`config.mk`:
```
export PLATFORM = sky130hd
export DESIGN_NAME = pal_test_timing_gen
export DESIGN_NICKNAME = d
export VERILOG_FILES = /design/src/rtl/pal_test_timing_gen.sv
export SDC_FILE = /design/constraint.sdc
export NUM_CORES = 1
export LEC_CHECK = 0
export BUFFER_PORTS_ARGS = -buffer_cell sky130_fd_sc_hd__buf_4
export CAP_MARGIN = 20
export CORE_MARGIN = 2
export CORE_UTILIZATION = 55
export DETAILED_ROUTE_END_ITERATION = 10
export PLACE_DENSITY = 0.85
export SLEW_MARGIN = 20
export SYNTH_ARGS = -nofsm -noshare
export SYNTH_HDL_FRONTEND = slang
export SYNTH_SLANG_ARGS = --single-unit
```
`constraint.sdc`:
```
create_clock -name clkvideo -period 2.3 [get_ports clkvideo]
set_input_delay 0.23 -clock clkvideo [delete_from_list [all_inputs] [get_ports clkvideo]]
set_output_delay 0.23 -clock clkvideo [all_outputs]
set_load 0.02 [all_outputs]
```
`src/rtl/pal_test_timing_gen.sv`:
```
// PAL-style test-pattern timing generator: line/frame counters, separate and composite
// syncs, and four selectable colour patterns, all registered with a one-clock latency.
module pal_test_timing_gen #(
    parameter int unsigned HTOTAL       = 448,
    parameter int unsigned VTOTAL       = 312,
    parameter int unsigned HACTIVE      = 256,
    parameter int unsigned VACTIVE      = 192,
    parameter int unsigned HBLANK_START = 320,
    parameter int unsigned HBLANK_END   = 416,
    parameter int unsigned HSYNC_START  = 344,
    parameter int unsigned HSYNC_END    = 376,
    parameter int unsigned VSYNC_START  = 248,
    parameter int unsigned VSYNC_END    = 252
) (
    input  logic       clkvideo,
    input  logic       rst_n,
    input  logic [1:0] mode,
    input  logic [2:0] border,
    output logic [2:0] ro,
    output logic [2:0] go,
    output logic [2:0] bo,
    output logic       hsync_ext_n,
    output logic       vsync_ext_n,
    output logic       csync_ext_n,
    output logic       frame_tick,
    output logic [4:0] frame_cnt
);

    localparam logic [8:0] H_LAST = 9'(HTOTAL - 1);
    localparam logic [8:0] V_LAST = 9'(VTOTAL - 1);
    localparam logic [8:0] H_ACT  = 9'(HACTIVE);
    localparam logic [8:0] V_ACT  = 9'(VACTIVE);
    localparam logic [8:0] HB_S   = 9'(HBLANK_START);
    localparam logic [8:0] HB_E   = 9'(HBLANK_END);
    localparam logic [8:0] HS_S   = 9'(HSYNC_START);
    localparam logic [8:0] HS_E   = 9'(HSYNC_END);
    localparam logic [8:0] VS_S   = 9'(VSYNC_START);
    localparam logic [8:0] VS_E   = 9'(VSYNC_END);

    typedef enum logic [1:0] {
        PAT_BARS  = 2'd0,
        PAT_GREY  = 2'd1,
        PAT_CHECK = 2'd2,
        PAT_ANIM  = 2'd3
    } pattern_e;

    typedef struct packed {
        logic [2:0] r;
        logic [2:0] g;
        logic [2:0] b;
    } rgb_t;

    logic [8:0] hcnt_q, hcnt_d;
    logic [8:0] vcnt_q, vcnt_d;
    pattern_e   mode_q, mode_d;
    logic [4:0] frm_q, frm_d;          // frame number tracked alongside the counters
    logic       wrap_q, wrap_d;        // counters wrapped to 0,0 on the previous edge
    rgb_t       colour_q, colour_d;
    logic       hsync_n_q, hsync_n_d;
    logic       vsync_n_q, vsync_n_d;
    logic       csync_n_q, csync_n_d;
    logic       frame_tick_q, frame_tick_d;
    logic [4:0] frame_cnt_q, frame_cnt_d;

    logic       h_last, frame_wrap, hs_act, vs_act, blank, active;
    logic [2:0] bar_k;
    rgb_t       pat;

    function automatic rgb_t bar_colour(input logic [2:0] k);
        bar_colour.r = {3{k[1]}};
        bar_colour.g = {3{k[2]}};
        bar_colour.b = {3{k[0]}};
    endfunction

    // NOTE: every signal gets a default at the top of always_comb so no path can infer a latch.
    always_comb begin
        h_last     = (hcnt_q == H_LAST);
        frame_wrap = h_last && (vcnt_q == V_LAST);

        hcnt_d = h_last ? 9'd0 : hcnt_q + 9'd1;
        vcnt_d = vcnt_q;
        if (h_last) begin
            vcnt_d = (vcnt_q == V_LAST) ? 9'd0 : vcnt_q + 9'd1;
        end

        // Pattern and frame number change only at the frame boundary.
        mode_d = frame_wrap ? pattern_e'(mode) : mode_q;
        frm_d  = frame_wrap ? frm_q + 5'd1 : frm_q;
        wrap_d = frame_wrap;

        hs_act = (hcnt_q >= HS_S) && (hcnt_q < HS_E);
        vs_act = (vcnt_q >= VS_S) && (vcnt_q < VS_E);
        blank  = ((hcnt_q >= HB_S) && (hcnt_q < HB_E)) || vs_act;
        active = (hcnt_q < H_ACT) && (vcnt_q < V_ACT);

        bar_k = hcnt_q[7:5] + frm_q[4:2];
        pat   = '0;
        unique case (mode_q)
            PAT_BARS:  pat = bar_colour(hcnt_q[7:5]);
            PAT_GREY:  pat = '{r: hcnt_q[7:5], g: hcnt_q[7:5], b: hcnt_q[7:5]};
            PAT_CHECK: pat = (hcnt_q[3] ^ vcnt_q[3]) ? '{r: 3'd7, g: 3'd7, b: 3'd7} : '0;
            PAT_ANIM:  pat = bar_colour(bar_k);
            default:   pat = '0;
        endcase

        if (blank) begin
            colour_d = '0;
        end else if (active) begin
            colour_d = pat;
        end else begin
            colour_d = '{r: {3{border[1]}}, g: {3{border[2]}}, b: {3{border[0]}}};
        end

        hsync_n_d    = ~hs_act;
        vsync_n_d    = ~vs_act;
        csync_n_d    = ~(hs_act ^ vs_act);
        frame_tick_d = wrap_q;
        frame_cnt_d  = frm_q;
    end

    // NOTE: sequential state uses non-blocking assignments so every flop samples pre-edge values.
    always_ff @(posedge clkvideo) begin
        if (!rst_n) begin
            hcnt_q       <= '0;
            vcnt_q       <= '0;
            mode_q       <= PAT_BARS;
            frm_q        <= '0;
            wrap_q       <= 1'b0;
            colour_q     <= '0;
            hsync_n_q    <= 1'b1;
            vsync_n_q    <= 1'b1;
            csync_n_q    <= 1'b1;
            frame_tick_q <= 1'b0;
            frame_cnt_q  <= '0;
        end else begin
            hcnt_q       <= hcnt_d;
            vcnt_q       <= vcnt_d;
            mode_q       <= mode_d;
            frm_q        <= frm_d;
            wrap_q       <= wrap_d;
            colour_q     <= colour_d;
            hsync_n_q    <= hsync_n_d;
            vsync_n_q    <= vsync_n_d;
            csync_n_q    <= csync_n_d;
            frame_tick_q <= frame_tick_d;
            frame_cnt_q  <= frame_cnt_d;
        end
    end

    assign ro          = colour_q.r;
    assign go          = colour_q.g;
    assign bo          = colour_q.b;
    assign hsync_ext_n = hsync_n_q;
    assign vsync_ext_n = vsync_n_q;
    assign csync_ext_n = csync_n_q;
    assign frame_tick  = frame_tick_q;
    assign frame_cnt   = frame_cnt_q;

endmodule

```
## Word level (Yosys, flattened, before mapping)

Cells that the tools add are included.
W data, S select, Z words.

| word-level totals | value |
|---|---|
| register bits | 44 |
| output and inout port bits | 18 |
| input bits | 7 |
| logic and storage cells | 49 |

| cells by class | value |
|---|---|
| magnitude comparators | 8 |
| multiplexer cells | 4 |
| bitwise logic cells | 6 |
| $add $sub $neg | 4 |
| reduce and logical (&&, ||, !) cells | 9 |
| equality and inequality tests | 5 |

Operator list:

| kind | number |
|---|---|
| $pmux W9 S4 | 1 |
| $lt A9 B9 Y1 const B | 3 |
| $mux W9 | 3 |
| $add A9 B1 Y9 const B | 2 |
| $eq A9 B9 Y1 const B | 2 |
| $ge A9 B9 Y1 const B | 2 |
| $lt A9 B8 Y1 const B | 2 |
| $ge A9 B8 Y1 const B | 1 |
| $add A5 B1 Y5 const B | 1 |
| $logic_and A1 B1 Y1 | 5 |
| $eq A2 B2 Y1 const B | 2 |
| $not A1 Y1 | 4 |
| $reduce_or A2 Y1 | 2 |
| $add A3 B3 Y3 | 1 |
| $eq A2 B1 Y1 const B | 1 |
| $logic_not A2 Y1 | 1 |
| $xor A1 B1 Y1 | 2 |
| $logic_or A1 B1 Y1 | 1 |

## Logic depth before layout (Yosys ltp)

| depth | value |
|---|---|
| word-level depth | 4 |
| depth in mapped cells | 7 |
| gate-level depth less buffers | 7 |

## Least setup slack after synthesis

No wires, ideal clock.

| timing | value |
|---|---|
| path type | flip-flop to flip-flop |
| from | register hcnt_q[0] |
| to | register frm_q[4], in the netlist frame_cnt_d[4] |
| clock period less this slack | 1,947 ps |
| data arrival time | 1,877 ps |
| cell stages (with the launch flop) | 6 |
| data required time | 2,230 ps |
| library setup time | 70 ps |
| slack | 353 ps |
| buffers on the path | 0 |
| cells stage by stage | dfxtp_1 -> ha_1 -> nand4b_4 -> or4_4 -> or4_1 -> a21oi_1 |

| between the ends | value |
|---|---|
| cells in the longest elaborated chain, start to end | 2 |

Ends and longest elaborated chain:

| element | RTL line | RTL |
|---|---|---|
| start: declaration | 53 | `logic [8:0] hcnt_q, hcnt_d;` |
| start signal: assignment | 136 | `hcnt_q <= hcnt_d;` |
| $eq A9 B9 Y1 | 77 | `h_last = (hcnt_q == H_LAST);` |
| $logic_and A1 B1 Y1 | 78 | `frame_wrap = h_last && (vcnt_q == V_LAST);` |
| end signal: assignment | 139 | `frm_q <= frm_d;` |
| end: declaration | 56 | `logic [4:0] frm_q, frm_d;` |

Every way passes these cells.
A chain may end at the register's enable or synchronous reset.

## Worst setup path after layout

Ends and elaborated chain as after synthesis.

==> metrics.yaml <==
grt:
  grt_first_pass_wirelength_um: 6796
  track_usage: 0.2129
  use_met1: 0.2592
  met2_usage: 0.3594
  antenna_found_initial: 0
  overflow: 0
  gr-max-usage-layer: "met2"
  grtUsageMet3: 0.05556
  first_global_vias: 1510
  pin_count_of_the_biggest_net_entering_global_routing: 16
cells_and_area:
  finish.utilization: 0.6527
  final_area_um2: 2354
  multi_input_area_um2: 1026
  area.growth.synth_to_final_pct: 16.33
  n_fill_cell: 308
  regArea_um2: 880.8
  layout.nets: 269
  insertedDiodeCount: 0
  final_layout_size_suffix_gt1_frac: 0.1992
worst_setup_path:
  timing.critical_path.slowest_stage_cell: "or4_4"
  cp-end-kind: "flop"
  critPathMaxStageDelay_ns: 0.61
  crit_path_required_time_ns: 2.53
  critical_path_arrival_ns: 2.39
  worstPathMaxFanout: 15
  path_class: "flop to flop"
  cpLargestDelayFamily: "simple AND/OR/NAND/NOR gates"
  worstSetupStartpointType: "flop"
  path_buf_inv: 0
  critical_path.cell_chain: "ha_1 > nand4b_4 > or4_4 > or4_1 > a21oi_1"
power_and_ir_drop:
  seqPwrFrac: 0.588
  netSwitchingFraction: 0.2195
  cellInternalPower_mw: 1.023
  clock_power_share: 0.386
  power_switching_mw: 0.2878
  power.ir.vdd_worst_mv: 0.4225
  power.static_leakage_nw: 0.9403
  p_comb_frac: 0.026
  total_power_divided_by_cell_area_nw_per_um2: 557.0
sta:
  finClkSkew_ns: 0.005769
  worst_pin_slew_ns: 0.4409
  unrepaired_setup_endpoints_after_global_routing: "no"
  setup_violations: 0
  fmax_mhz: 462.2
  hold_viol_final: 0
  tns_ns: 0
  maxSlewHeadroom: 0.7041
  part_of_the_cycle_the_worst_path_needs: 0.9407
  timing.final.crit_period_ns: 2.164
  timing_max_transition_violations_final: 0
floorplanning:
  die_outline_height_um: 64.65
  die_width_um: 64.65
  fp-row-count: 22
  floorplan.die_area_um2: 4180
  area_of_the_core_region_um2: 3606
  starting_density_of_the_core: 0.5611
  io_pins: 25
synthesis:
  synth-edff-count: 0
  ys.flop_type: "dfxtp_1"
  yosysUniqueCellTypes: 46
  post_synthesis_instance_total: 226
  area_of_the_mapped_netlist_um2: 2023
  synthesis.yosys.warnings: 0
  postSynthAreaPerCell_um2: 8.952
  fraction_of_registers_with_async_set_or_reset_after_synthesis: 0
  syn-num-nets: 240
  synth_seq_cells: 44
  synth_sequential_area_ratio: 0.4354
route:
  routed_wire_length_um: 3994
  drtPass1Iterations: 4
  wl_per_cell_um: 13.14
  detailed_route_drc_error_count: 0
  via_count: 1671
  drtIter0Drc: 70
  final_ant_viol_nets: 0
  route.detailed.vias_per_inst: 5.497
clock_tree:
  hold_buffers: 0
  post-cts-setup-buffer-count: 0
  postCtsResizedCells: 0
  clk_root_buffer_cell: "clkbuf_8"
  ctsLongestPathBuffers: 2
  tritoncts.num_buffers: 5
  worst_skew_pair.late_latency_ns: 0.30
  worst_setup_hold_path_clk_slew_ns: 0.08
  h-tree-depth: 2
  clock_tree_from_tritoncts: "built"
  numClockSinks: 44
place:
  numPortBuffers: 24
  placedInstanceArea_um2: 2256
  hpwl_um: 2793
  place.gp.congestion: 0.9319
min_path:
  hold_class: "primary input to flop"
run:
  max_cap_viol_count: 0
outcome:
  outcome: "finished clean"
==> layout make-up <==
| cell class | instances | share of cell area |
|---|---|---|
| Clock inverter | 2 | 0.006380 |
| Sequential cell | 44 | 0.3743 |
| Clock buffer | 6 | 0.03509 |
| Timing Repair Buffer | 31 | 0.09888 |
| Inverter | 15 | 0.02392 |
| Tap cell | 48 | 0.02552 |
| Multi-Input combinational cell | 158 | 0.4359 |
==> layout by cell type, fill, tap and decap left out, types with 2 or more instances in the layout <==
cell,n
o21ai_0,11
o2111ai_1,2
nand2_1,14
nor2_1,19
ha_1,6
o21a_1,2
nor4_1,6
and2_1,9
nor3_1,7
or3_2,2
a21oi_1,21
nand3_1,9
xnor2_1,8
clkinvlp_4,2
buf_4,31
and2_2,2
clkbuf_8,6
nand4_1,3
or4_1,3
dfxtp_1,44
and3_1,3
xor2_1,4
inv_1,15
a21boi_0,5
o31ai_1,2
==> cell families (layout without fill, tap and decap cells) <==
logic type      Yosys count  count (layout)  synth area share
simple gates             88              88            0.2536
compound gates           50              50            0.1497
flops                    44              44            0.4354
buf+inv                  24              54           0.05751
xor+xnor                 12              12           0.05195
fa+ha+maj                 7               7           0.04700
mux                       1               1          0.004948
==> path summary, 6_finish.rpt <==
path | cells after the start | slack, ns | from | endpoint
max | 5 | 0.14 | hcnt_q[0]$_SDFF_PP0_ | frame_cnt_d[4]$_SDFFE_PN0P_
min | 3 | 0.19 | mode[1] | mode_q[1]$_SDFFE_PN0P_
max reg2reg | 5 | 0.14 | hcnt_q[0]$_SDFF_PP0_ | frame_cnt_d[4]$_SDFFE_PN0P_
min reg2reg | 1 | 0.47 | frame_tick_d$_SDFF_PN0_ | frame_tick$_SDFF_PN0_
==> state kept, by name, indices dropped and copies added, names as in the netlist, 2 cells and up <==
| signal | cells |
|---|---|
| hcnt_q | 9 |
| vcnt_q | 9 |
| frame_cnt | 5 |
| frame_cnt_d | 5 |
| bo | 3 |
| go | 3 |
| ro | 3 |
| mode_q | 2 |
==> Yosys cell counts, types with 2 or more instances <==
master,count,area share
nand2_1,14,0.026
o2111ai_1,2,0.0087
and2_1,9,0.028
o21a_1,2,0.0074
buf_2,2,0.0049
a21oi_1,21,0.052
and2_2,2,0.0074
xnor2_1,8,0.035
and3_1,3,0.0093
a21boi_0,5,0.019
o21ai_0,11,0.027
ha_1,6,0.037
nand3_1,9,0.022
o31ai_1,2,0.0074
xor2_1,4,0.017
nor3_1,7,0.017
clkbuf_8,2,0.014
nand4_1,3,0.0093
nor2_1,19,0.035
inv_1,15,0.028
clkbuf_1,4,0.0074
dfxtp_1,44,0.44
or4_1,3,0.011
or3_2,2,0.0074
nor4_1,6,0.019
==> stage by stage <==
stage | power, mW | setup slack (ns) | instances | hold slack [ns]
2_1_floorplan | 0.8069 | 0.3535 | 226 | 0.3819
4_1_cts | 1.317 | 0.1441 | 304 | 0.1871
5_1_grt | 1.353 | 0.04396 | 304 | 0.2008
6_report | 1.311 | 0.1364 | 304 | 0.1873
3_5_place_dp | 0.8231 | 0.1522 | 296 | 0.4352
3_3_place_gp | 0.8221 | 0.2201 | 296 | 0.4188
==> power by group through the flow <==
stage | clock network (mW) | logic [mW] | registers, mW
detailed placement | 0 | 0.0345 | 0.789
global route | 0.543 | 0.0382 | 0.772
global placement | 0 | 0.0340 | 0.788
CTS | 0.511 | 0.0347 | 0.770
finish | 0.506 | 0.0344 | 0.770
floorplan | 0 | 0.0198 | 0.787
==> routing by layer <==
layer,vias to the layer above,part of all wire
met5,-,0
met4,0,0.020
met3,7,0.061
met2,50,0.48
met1,766,0.43
li1,848,-
==> tightest hold or removal path: stages <==
cell and delay (ns):
buf_4 0.11, nand3_1 0.05, a21oi_1 0.06
No activity file was read; power rests on OpenSTA's default activity.
